**config.mk**
```make
export PLATFORM = sky130hd
export DESIGN_NAME = id_ex
export DESIGN_NICKNAME = d
export VERILOG_FILES = /design/src/rtl/id_ex.sv
export SDC_FILE = /design/constraint.sdc
export NUM_CORES = 1
export LEC_CHECK = 0
export BUFFER_PORTS_ARGS = -buffer_cell sky130_fd_sc_hd__buf_2
export CORE_MARGIN = 8
export CORE_UTILIZATION = 45
export CTS_CLUSTER_SIZE = 10
export DETAILED_ROUTE_END_ITERATION = 10
export GPL_TIMING_DRIVEN = 0
export PLACE_DENSITY_LB_ADDON = 0.1
export SETUP_SLACK_MARGIN = 0.2
export SYNTH_ARGS = -nofsm -noshare
export SYNTH_HDL_FRONTEND = slang
export SYNTH_SLANG_ARGS = --single-unit
```
**constraint.sdc**
```tcl
create_clock -name clk -period 2 [get_ports clk]
set_input_delay 0.2 -clock clk [delete_from_list [all_inputs] [get_ports clk]]
set_output_delay 0.2 -clock clk [all_outputs]
set_load 0.05 [all_outputs]
```
**src/rtl/id_ex.sv**
```systemverilog
// id/ex pipeline register: valid/ready handshake, one-entry skid buffer, flush to NOP bubble.
// Optional IDEX_PERF_CNT_EN adds stall and flush event counters.
module id_ex #(
    parameter int            DW       = 32,
    parameter logic [DW-1:0] NOP_INST = 32'h0000_0013
) (
    input  logic          clk,
    input  logic          rst_n,
    input  logic [DW-1:0] inst_i,
    input  logic [DW-1:0] inst_addr_i,
    input  logic [DW-1:0] op1_i,
    input  logic [DW-1:0] op2_i,
    input  logic [4:0]    rd_addr_i,
    input  logic          reg_wen_i,
    input  logic          valid_i,
    output logic          ready_o,
    input  logic          flush_i,
    output logic [DW-1:0] inst_o,
    output logic [DW-1:0] inst_addr_o,
    output logic [DW-1:0] op1_o,
    output logic [DW-1:0] op2_o,
    output logic [4:0]    rd_addr_o,
    output logic          reg_wen_o,
    output logic          valid_o,
    input  logic          ready_i
`ifdef IDEX_PERF_CNT_EN
    ,
    output logic [31:0]   stall_cnt_o,
    output logic [31:0]   flush_cnt_o
`endif
);

    // state | meaning
    // EMPTY | no entry held, outputs show the NOP bubble
    // FULL  | M holds the instruction presented to ex
    // SKID  | M presented, S holds one overflow entry, ready_o low
    typedef enum logic [1:0] {
        ST_EMPTY = 2'd0,
        ST_FULL  = 2'd1,
        ST_SKID  = 2'd2
    } state_t;

    localparam int PW = 4*DW + 6;

    state_t        r_state;
    state_t        w_state_nxt;
    logic          r_ready;
    logic [PW-1:0] r_m_pl;
    logic [PW-1:0] r_s_pl;
    logic [PW-1:0] w_in_pl;
    logic          w_valid;
    logic          w_accept;
    logic          w_consume;

    assign w_in_pl   = {inst_i, inst_addr_i, op1_i, op2_i, rd_addr_i, reg_wen_i};
    assign w_valid   = (r_state != ST_EMPTY);
    assign w_accept  = valid_i & r_ready;
    assign w_consume = w_valid & ready_i;

    always_ff @(posedge clk or negedge rst_n) begin
        if (!rst_n) begin
            r_state <= ST_EMPTY;
            r_ready <= 1'b1;
        end else begin
            r_state <= w_state_nxt;
            r_ready <= (w_state_nxt != ST_SKID);
        end
    end

    always_comb begin
        w_state_nxt = r_state;
        if (flush_i) begin
            w_state_nxt = ST_EMPTY;
        end else begin
            case (r_state)
                ST_EMPTY: if (w_accept) w_state_nxt = ST_FULL;
                ST_FULL: begin
                    if (w_consume && !w_accept)      w_state_nxt = ST_EMPTY;
                    else if (!w_consume && w_accept) w_state_nxt = ST_SKID;
                end
                ST_SKID:  if (w_consume) w_state_nxt = ST_FULL;
                default:  w_state_nxt = ST_EMPTY;
            endcase
        end
    end

    // Payload flops; a flush leaves them untouched since the EMPTY state hides them.
    always_ff @(posedge clk or negedge rst_n) begin
        if (!rst_n) begin
            r_m_pl <= '0;
            r_s_pl <= '0;
        end else if (!flush_i) begin
            case (r_state)
                ST_EMPTY: if (w_accept) r_m_pl <= w_in_pl;
                ST_FULL: begin
                    if (w_accept && w_consume)  r_m_pl <= w_in_pl;
                    if (w_accept && !w_consume) r_s_pl <= w_in_pl;
                end
                ST_SKID:  if (w_consume) r_m_pl <= r_s_pl;
                default: ;
            endcase
        end
    end

    always_comb begin
        valid_o     = w_valid;
        ready_o     = r_ready;
        inst_o      = NOP_INST;
        inst_addr_o = '0;
        op1_o       = '0;
        op2_o       = '0;
        rd_addr_o   = '0;
        reg_wen_o   = 1'b0;
        if (w_valid) begin
            {inst_o, inst_addr_o, op1_o, op2_o, rd_addr_o, reg_wen_o} = r_m_pl;
        end
    end

`ifdef IDEX_PERF_CNT_EN
    logic [31:0] r_stall_cnt;
    logic [31:0] r_flush_cnt;

    always_ff @(posedge clk or negedge rst_n) begin
        if (!rst_n) begin
            r_stall_cnt <= '0;
            r_flush_cnt <= '0;
        end else begin
            if (w_valid && !ready_i) r_stall_cnt <= r_stall_cnt + 32'd1;
            if (flush_i)             r_flush_cnt <= r_flush_cnt + 32'd1;
        end
    end

    assign stall_cnt_o = r_stall_cnt;
    assign flush_cnt_o = r_flush_cnt;
`endif

endmodule

```
* Word level (Yosys, flattened, before mapping)
Index checks and enable logic that the tools add are counted.
** Operators by class
- Add/sub/neg operators :: 0
- Multipliers :: 0
- Div/mod/pow operators :: 0
- Order comparisons :: 0
- Equality and inequality tests :: 6
- Shift operators :: 0
- Multiplexer cells :: 16
- Bitwise gates (word level) :: 3
- Reductions and logical operators :: 10
** Operators by type and width (number)
- 134-bit 2-to-1 mux :: 3
- 134-bit one-hot mux with 3 select lines :: 1
- 32-bit 2-to-1 mux :: 4
- 2-bit 2-to-1 mux :: 5
- 2-bit != test (second input constant) :: 4
- 2-bit one-hot mux with 3 select lines :: 1
- 5-bit 2-to-1 mux :: 1
- 5-bit AND reduction :: 1
- 1-bit logical AND :: 3
- 3-bit AND reduction :: 1
- 3-bit nonzero test :: 1
- 1-bit bitwise AND :: 2
- 2-bit by 1-bit equality test with 1-bit output (second input constant) :: 1
- 2-bit equality test (second input constant) :: 1
- 1-bit logical NOT :: 2
- 2-bit logical NOT :: 1
- 2-bit nonzero test :: 1
- 1-bit 2-to-1 mux :: 1
- 1-bit inverter :: 1
** Word-level totals
- Bits in registers :: 271
- Latch bits :: 0
- Bits in writable memories :: 0
- ROM bits :: 0
- Input bits :: 139
- Output and inout bits :: 136
- Memories kept :: 0

* Longest topological paths before layout
Gate-level depths: netlist of the first run.
- Depth after elaboration :: 9
- Depth in mapped cells :: 6
- Mapped depth without buffers :: 4

* Worst setup path before layout of the first run
OpenSTA, ideal clock, no wires.
- Kind :: flip-flop to output port
- Start :: reg r_state[1]
- End :: out inst_addr_o[26]
- Arrival :: 1.828 ns
- Path slack :: -0.028 ns
- Cell stages (with the launch flop) :: 5
- Buffers on the path :: 2
- Cells stage by stage :: dfrtp_1 -> or2_1 -> clkbuf_1 -> clkbuf_1 -> and2_1
** Between the ends
- Word-level cells in the longest chain between the ends :: 2
** RTL lines
- start, declared :: line 45 : state_t r_state;
- start signal, assigned :: line 65 : r_state <= w_state_nxt;
- 2-bit nonzero test :: line 56 : assign w_valid = (r_state != ST_EMPTY);
- via valid_o :: line 24 : output logic valid_o,
- 32-bit 2-to-1 mux :: line 114 : if (w_valid) begin
- end, declared :: line 19 : output logic [DW-1:0] inst_addr_o,
The timed path passes the listed nets, and every way through them passes these cells.

* Worst setup path in the final report of the first run
- Start :: reg r_state[1]
- End :: out op2_o[24]
** Between the ends
- Word-level cells in the longest chain between the ends :: 2
** RTL lines
- 2-bit nonzero test :: line 56
- 32-bit 2-to-1 mux :: line 114
- end, declared :: line 21 : output logic [DW-1:0] op2_o,
Every way passes these cells.

==> metrics.md, run 1 <==
| Metric | Value |
|---|---|
| Ranking of synthesized cells by area | dfrtp_1 (56%), mux2_1 (12%), mux2i_1 (11%) |
| First-pass GRT wire length | 56.8 mm |
| Setup CP Type | register to primary output |
| Achievable frequency | 459 MHz |
| Cell taking the most area after synthesis | dfrtp_1 |
| Die footprint | 32500 um2 |
| Highest-delay cell along the critical path | dfrtp_1 |
| Syn-to-layout area delta | 60.6% |
| Initial antenna violation count | 3 |
| Hold Fails Final Rpt | 0 |
| Placeable Area | 26700 um2 |
| GR Overflow Total | 0 |
| Area of the multi-input gates | 5680 um2 |
| Design Area, Final | 19500 um2 |
| Clock Latency Late Sink | 0.55 ns |
| Peak VDD IR | 0.607 mV |
| Number of routed nets with antenna violations | 0 |
| Critical R2R Launch | r_state[1] |
| Inst Count DP | 1647 |
| GR Util All Layers | 21.5% |
| Share of layout cells above drive strength 1 | 41.5% |
| CP startpoint | r_state[1] |
| Core Rows | 60 |
| Die Width | 180 um |
| Max-slew violation count | 0 |
| Synth top area share | 55.7% |
| Switching share of power | 31.2% |
| RSZ-0062 raised after global routing | true |
| Power density over cell area | 960 nW/um2 |
| Setup crit end kind | primary output |
| Status | finished with violations |
| Post-synthesis cell type count | 24 |
| # Max-Cap Violations | 0 |
| DR vias/cell | 5.22 |
| Worst Tran Pin Value | 0.685 ns |
| Clk sinks | 271 |
| Worst-path clk slew | 0.06 ns |
| LEAKAGE | 10.2 nW |
| Vias in the first global route | 10300 |
| Hold WS | 0.0474 ns |
| Final wirelength | 39.6 mm |
| Commonest non-fill, non-tap cell in the layout | dfrtp_1 |
| Buffers on Ports | 274 |
| Worst EP arrival | 1.98 ns |
| Failing checks | setup timing |
| CTS tree | done |
| Nets@finish | 1671 |
| Ports | 275 |
| Initial Util | 45.4% |
| Post-synthesis sequential area ratio | 55.9% |
| Flops & latches, synth | 271 |
| Final clock skew | 0.0181 ns |
| Largest net degree at the start of global routing | 114 |
| Clk root buf | clkbuf_16 |
| GP Congestion | 0.749 |
| DP Worst Slack | -0.936 ns |
| Syn avg cell area | 11.8 um2 |
| Clock buffer depth | 3 |
| CP Buf/Inv Count | 4 |
| Crit-path cells | or2_4, buf_8, clkbuf_16, clkbuf_16, and2_4, buf_8 |
| FF+latch area | 6780 um2 |
| Pre-antenna DRT Iters | 5 |
| WL/cell | 20.9 um |
| Switch Pwr | 5.83 mW |
| Final setup violation count | 263 |
| Crit-path max cell delay | 0.38 ns |
| Area post-placement | 14100 um2 |
| TritonCTS Buffers | 31 |
| Power share of the clock group | 26.6% |
| Hold Path Class | primary input to register |
| Hpwl dp | 22.2 mm |
| First DRT Iteration DRCs | 617 |
| WP data required | 1.80 ns |
| Fin crit share | 109% |
| Number of H-tree levels | 1 |
| Mapped cell area | 12100 um2 |
| Vias | 9879 |
| Final cell count without fillers | 1892 |
| Die Y | 180 um |
| Synth Instances | 1030 |
| Critical Path Source Type | register |
| Final min period | 2.18 ns |
| DRC violations left | 0 |
| Commonest non-fill, non-tap cells in the layout | dfrtp_1 (270), buf_2 (145), dlygate4sd3_1 (137), mux2i_1 (134), nor2_1 (132) |
| CP Max Fanout | 7 |
| Hold path startpoint | valid_i |
| Syn_nets | 1169 |
| Fillcell total | 1841 |
| Logic pwr share | 32.6% |
| Int Power | 12.9 mW |
| Final setup margin | -0.179 ns |
| Ys Warns | 0 |
| Relative slew slack | 54.3% |
| Top cell family by delay on the critical path | buffers and inverters |
| Seq pwr share | 40.8% |
worst min-delay path, cell delays in order:
cell       delay, ns
buf_2           0.14
nand4bb_4       0.11
a31oi_1         0.08
cells in the mapped netlist:
| cell type | count |
|---|---|
| a31oi_1 | 1 |
| buf_2 | 33 |
| buf_6 | 7 |
| buf_1 | 1 |
| dfrtp_1 | 270 |
| clkbuf_1 | 33 |
| a211o_1 | 1 |
| nand4b_1 | 2 |
| nand3b_1 | 2 |
| nand2b_1 | 4 |
| nand2_1 | 1 |
| a31oi_2 | 1 |
| nor2_1 | 134 |
| a21o_1 | 1 |
| a21oi_1 | 134 |
| and2_1 | 131 |
| dfstp_2 | 1 |
| nand4bb_1 | 1 |
| or2_1 | 1 |
| nand3_1 | 1 |
| mux2i_1 | 134 |
| inv_1 | 1 |
| mux2_1 | 134 |
| or3_1 | 1 |
power groups by stage:
| stage | clock network [mW] | registers, mW | logic, mW |
|---|---|---|---|
| after floorplan | 0 | 7.41 | 2.96 |
| after global placement | 0 | 7.52 | 3.93 |
| after detailed placement | 0 | 7.59 | 4.01 |
| after CTS | 5.08 | 7.52 | 5.15 |
| after global routing | 5.32 | 7.77 | 6.47 |
| final | 4.98 | 7.63 | 6.10 |
what timing repair did:
item | in CTS | in global routing
setup endpoints to repair | 399 | 401
pin swaps | 60 | 3
hold buffers | 137 | 0
gates resized for setup | 441 | 235
hold endpoints to repair | 346 | 0
setup buffers | 8 | 9
cloned | 8 | 31
layout make-up:
cell class                      instances  area share, %
Clock buffer                           47           4.34
Multi-Input combinational cell        684           29.1
Antenna cell                            4         0.0514
Buffer                                 74           5.13
Sequential cell                       271           34.8
Timing Repair Buffer                  469           24.3
Inverter                                1         0.0193
Tap cell                              341           2.19
Clock inverter                          1         0.0257
sequential cells by signal (all words and copies together) (netlist names):
signal and count:
r_s_pl 134, r_m_pl 134, ready_o 1, r_state 2
path summary, 6_finish.rpt:
path	cells past startpoint	end	slack [ns]
worst max-delay path	6	op2_o[24]	-0.18
worst min-delay path	3	r_state[0]	0.05
max in group asynchronous	3	r_m_pl[19]	0.75
worst max register to register	8	r_s_pl[120]	-0.17
min in group asynchronous	2	r_s_pl[83]	0.26
worst min register to register	1	r_s_pl[39]	0.49
kinds of logic (layout without fill, tap and decap cells):
kind of cell	after synthesis	after routing	share of synthesized area [%]
AO/OA/AOI/OAI	138	138	5.82
AND/OR/NAND/NOR	278	278	11.6
multiplexers	268	268	23.5
buffers and inverters	75	592	3.10
flip-flops	271	271	55.9
other	0	4	0
metrics by stage:
stage | TNS [ns] | utilization [%] | power, mW
after floorplan | -0.0610 | - | 10.4
after global placement | -1287.14 | 52.4 | 11.5
after detailed placement | -59.93 | 52.7 | 11.6
after CTS | -24.61 | 66.9 | 17.8
after global routing | -46.81 | 72.9 | 19.6
final | -33.80 | 72.9 | 18.7
per-layer routing:
| layer | global-route usage, % | part of all wire (%) | vias up | wire length [um] |
|---|---|---|---|---|
| met5 | 0 | 0 | - | 0 |
| met4 | 6.32 | 2.6 | 0 | 1020 |
| met3 | 4.48 | 5.4 | 65 | 2130 |
| met2 | 36.0 | 49 | 310 | 19400 |
| met1 | 27.6 | 43 | 4982 | 17000 |
| li1 | - | - | 4522 | - |
No activity file was read; power rests on OpenSTA's default activity.
==> run 2, diff against run 1 <==
--- a/config.mk
+++ b/config.mk
@@ -6,12 +6,14 @@
 export NUM_CORES = 1
 export LEC_CHECK = 0
 export BUFFER_PORTS_ARGS = -buffer_cell sky130_fd_sc_hd__buf_2
+export CELL_PAD_IN_SITES_DETAIL_PLACEMENT = 0
+export CELL_PAD_IN_SITES_GLOBAL_PLACEMENT = 1
 export CORE_MARGIN = 8
-export CORE_UTILIZATION = 45
+export CORE_UTILIZATION = 43
 export CTS_CLUSTER_SIZE = 10
 export DETAILED_ROUTE_END_ITERATION = 10
 export GPL_TIMING_DRIVEN = 0
-export PLACE_DENSITY_LB_ADDON = 0.1
+export PLACE_DENSITY = 0.77
 export SETUP_SLACK_MARGIN = 0.2
 export SYNTH_ARGS = -nofsm -noshare
 export SYNTH_HDL_FRONTEND = slang
==> constraint.sdc (replaced) <==
create_clock -name clk -period 2.14 [get_ports clk]
set_input_delay 0.214 -clock clk [delete_from_list [all_inputs] [get_ports clk]]
set_output_delay 0.214 -clock clk [all_outputs]
set_load 0.05 [all_outputs]
==> metrics.md, run 2 (synthesis gave the netlist of run 1 again) <==
| Metric | Value |
|---|---|
| Status | finished with violations |
| WL/cell | 20.7 um (-1.0%) |
| Die Y | 184 um (+2.1%) |
| Worst EP arrival | 2.02 ns (+0.04 ns) |
| GP Congestion | 0.746 (-0.29%) |
| LEAKAGE | 10.5 nW (+2.4%) |
| Fin crit share | 105% |
| Top cell family by delay on the critical path | buffers and inverters |
| Die Width | 184 um (+2.1%) |
| Final wirelength | 39.9 mm (+0.87%) |
| Crit-path max cell delay | 0.39 ns (about the same) |
| Critical Path Source Type | register |
| WP data required | 1.93 ns (+0.13 ns) |
| TritonCTS Buffers | 31 (unchanged) |
| Buffers on Ports | 274 (unchanged) |
| Critical path's most frequent cell | clkbuf_16 |
| First-pass GRT wire length | 58.0 mm (+2.0%) |
| Largest net degree at the start of global routing | 110 (-3.5%) |
| Path depth of the worst reg2reg path | 9 (+1) |
| Fillcell total | 1884 (+2.3%) |
| Setup CP Type | register to primary output |
| Final setup violation count | 244 (-7.2%) |
| Pre-antenna DRT Iters | 5 (unchanged) |
| Vias in the first global route | 10500 (+2.2%) |
| Syn-to-layout area delta | 65.6% |
| DR vias/cell | 5.09 (-2.5%) |
| Crit-path cells | or2_4, clkbuf_16, clkbuf_16, clkbuf_16, and2_4, buf_8 |
| Relative slew slack | 61.0% (+6.7 points) |
| Final min period | 2.24 ns |
| Clock buffer depth | 3 (unchanged) |
| Commonest non-fill, non-tap cells in the layout | dfrtp_1 (270), buf_2 (142), dlygate4sd3_1 (137), mux2i_1 (134), mux2_4 (134) |
| Clk sinks | 271 (unchanged) |
| Biggest registers after layout | r_m_pl: 134 flops, r_s_pl: 134 flops, r_state: 2 flops |
| Setup crit end kind | primary output |
| Clock Latency Late Sink | 0.54 ns (about the same) |
| Placeable Area | 27800 um2 (+4.0%) |
| Commonest non-fill, non-tap cell in the layout | dfrtp_1 |
| Hpwl dp | 22.6 mm (+1.9%) |
| Hold Fails Final Rpt | 0 (unchanged) |
| Nets@finish | 1674 (+0.18%) |
| Worst Tran Pin Value | 0.585 ns (-0.101 ns) |
| Vias | 9818 (-0.62%) |
| CP startpoint | r_state[0] |
| Max-slew violation count | 0 (unchanged) |
| Clk root buf | clkbuf_16 |
| Achievable frequency | 447 MHz |
| Critical R2R Launch | r_state[1] |
| Share of layout cells above drive strength 1 | 45.6% (+4.1 points) |
| Number of H-tree levels | 1 (unchanged) |
| Core Rows | 61 (+1.7%) |
| Final TNS setup | -11.95 ns (+21.85 ns) |
| Hold Path Class | primary input to register |
| CP Buf/Inv Count | 4 (unchanged) |
| CTS tree | done |
| Inst Count DP | 1684 (+2.2%) |
| Failing checks | setup timing |
| Worst-path clk slew | 0.06 ns (about the same) |
| Die footprint | 33800 um2 (+4.2%) |
| Reg2Reg Setup Slack | -0.09 ns (+0.08 ns) |
| # Max-Cap Violations | 0 (unchanged) |
| GR Overflow Total | 0 (unchanged) |
| Highest-delay cell along the critical path | dfrtp_1 |
| RSZ-0062 raised after global routing | true |
| Power density over cell area | 894 nW/um2 (-6.9%) |
| Peak VDD IR | 0.619 mV (+2.0%) |
| First DRT Iteration DRCs | 537 (-13%) |
| Initial Util | 43.6% (-1.7 points) |
| Ports | 275 (unchanged) |
| CP Capture Point | op2_o[28] |
| Total stage count of the critical path | 6 (unchanged) |
| Initial antenna violation count | 2 (-1) |
| Number of routed nets with antenna violations | 0 (unchanged) |
| Final cell count without fillers | 1928 (+1.9%) |
| GR Util All Layers | 21.4% (-0.022 points) |
| Final clock skew | 0.00818 ns (-0.00997 ns) |
| CP Max Fanout | 6 (-1) |
| Final core utilization | 72.3% (-0.60 points) |
| Capturing point of the worst reg2reg path | r_s_pl[124] |
| DRC violations left | 0 (unchanged) |
| Final setup margin | -0.0989 ns (+0.0799 ns) |
run 2: cell types whose count changed in the layout (fill, tap and decap cells not counted), sizes merged:
cell | previous run | this run
buf | 353 | 349
clkbuf | 100 | 107
diode | 4 | 1
clkinv | 1 | 0
run 2: worst min-delay path by stage:
stage                 start    endpoint  slack [ns]  cells past startpoint
detailed placement    rst_n  r_s_pl[18]        0.17                      1
floorplan             rst_n   r_m_pl[0]       -0.08                      0
CTS                 valid_i     ready_o        0.04                      3
global route        valid_i  r_state[0]        0.09                      4
global placement    flush_i  r_state[0]        0.43                      2
finish              valid_i  r_state[0]         0.1                      4
run 2: report_power, final:
group / leakage [nW] / total, mW / switching (mW) / internal (mW)
Clock: 0.413 / 4.67 / 1.98 / 2.69
Combinational: 6.89 / 6.13 / 2.83 / 3.30
Sequential: 3.16 / 7.15 / 0.729 / 6.42
run 2: metrics by stage:
stage	hold WS (ns)	cell area (um2)	setup WS, ns	total power [mW]
after floorplan	-0.0816	12100	0.139	9.66
after global placement	0.427	14000	-4.38	10.7
after detailed placement	0.165	14000	-0.844	10.8
after CTS	0.0383	18700	-0.116	17.1
after global routing	0.0900	20100	-0.156	18.8
final	0.0992	20100	-0.0989	17.9
run 2: cell type report:
cell class | instances | area (um2) | area share [%]
Timing Repair Buffer | 473 | 5100 | 25.4
Clock buffer | 47 | 856 | 4.26
Buffer | 73 | 1040 | 5.18
Multi-Input combinational cell | 684 | 5820 | 29.0
Sequential cell | 271 | 6780 | 33.8
Tap cell | 378 | 473 | 2.35
Inverter | 1 | 3.75 | 0.0187
Antenna cell | 1 | 2.50 | 0.0125
run 2: per-layer routing:
metal / GRT usage (%) / vias up / share of wire (%)
li1: - / 4527 / -
met1: 27.4 / 4996 / 42
met2: 36.6 / 245 / 50
met3: 4.58 / 48 / 5.6
met4: 5.13 / 2 / 1.5
met5: 0 / - / 0.023
run 2: worst register-to-register path, cell delays in order, from the launching register on:
cell and delay, ns:
dfrtp_1 0.40, buf_6 0.12, buf_6 0.11, buf_6 0.10
nand4b_1 0.18, or3_4 0.41, buf_12 0.16, buf_12 0.15
clkbuf_16 0.17, mux2_4 0.30
run 2: repair_timing:
action,in CTS,in global routing
pin swaps,92,6
hold buffers,137,0
cloned,15,20
hold endpoints to repair,299,0
setup endpoints to repair,326,391
buffers inserted,13,12
resized for setup,621,241
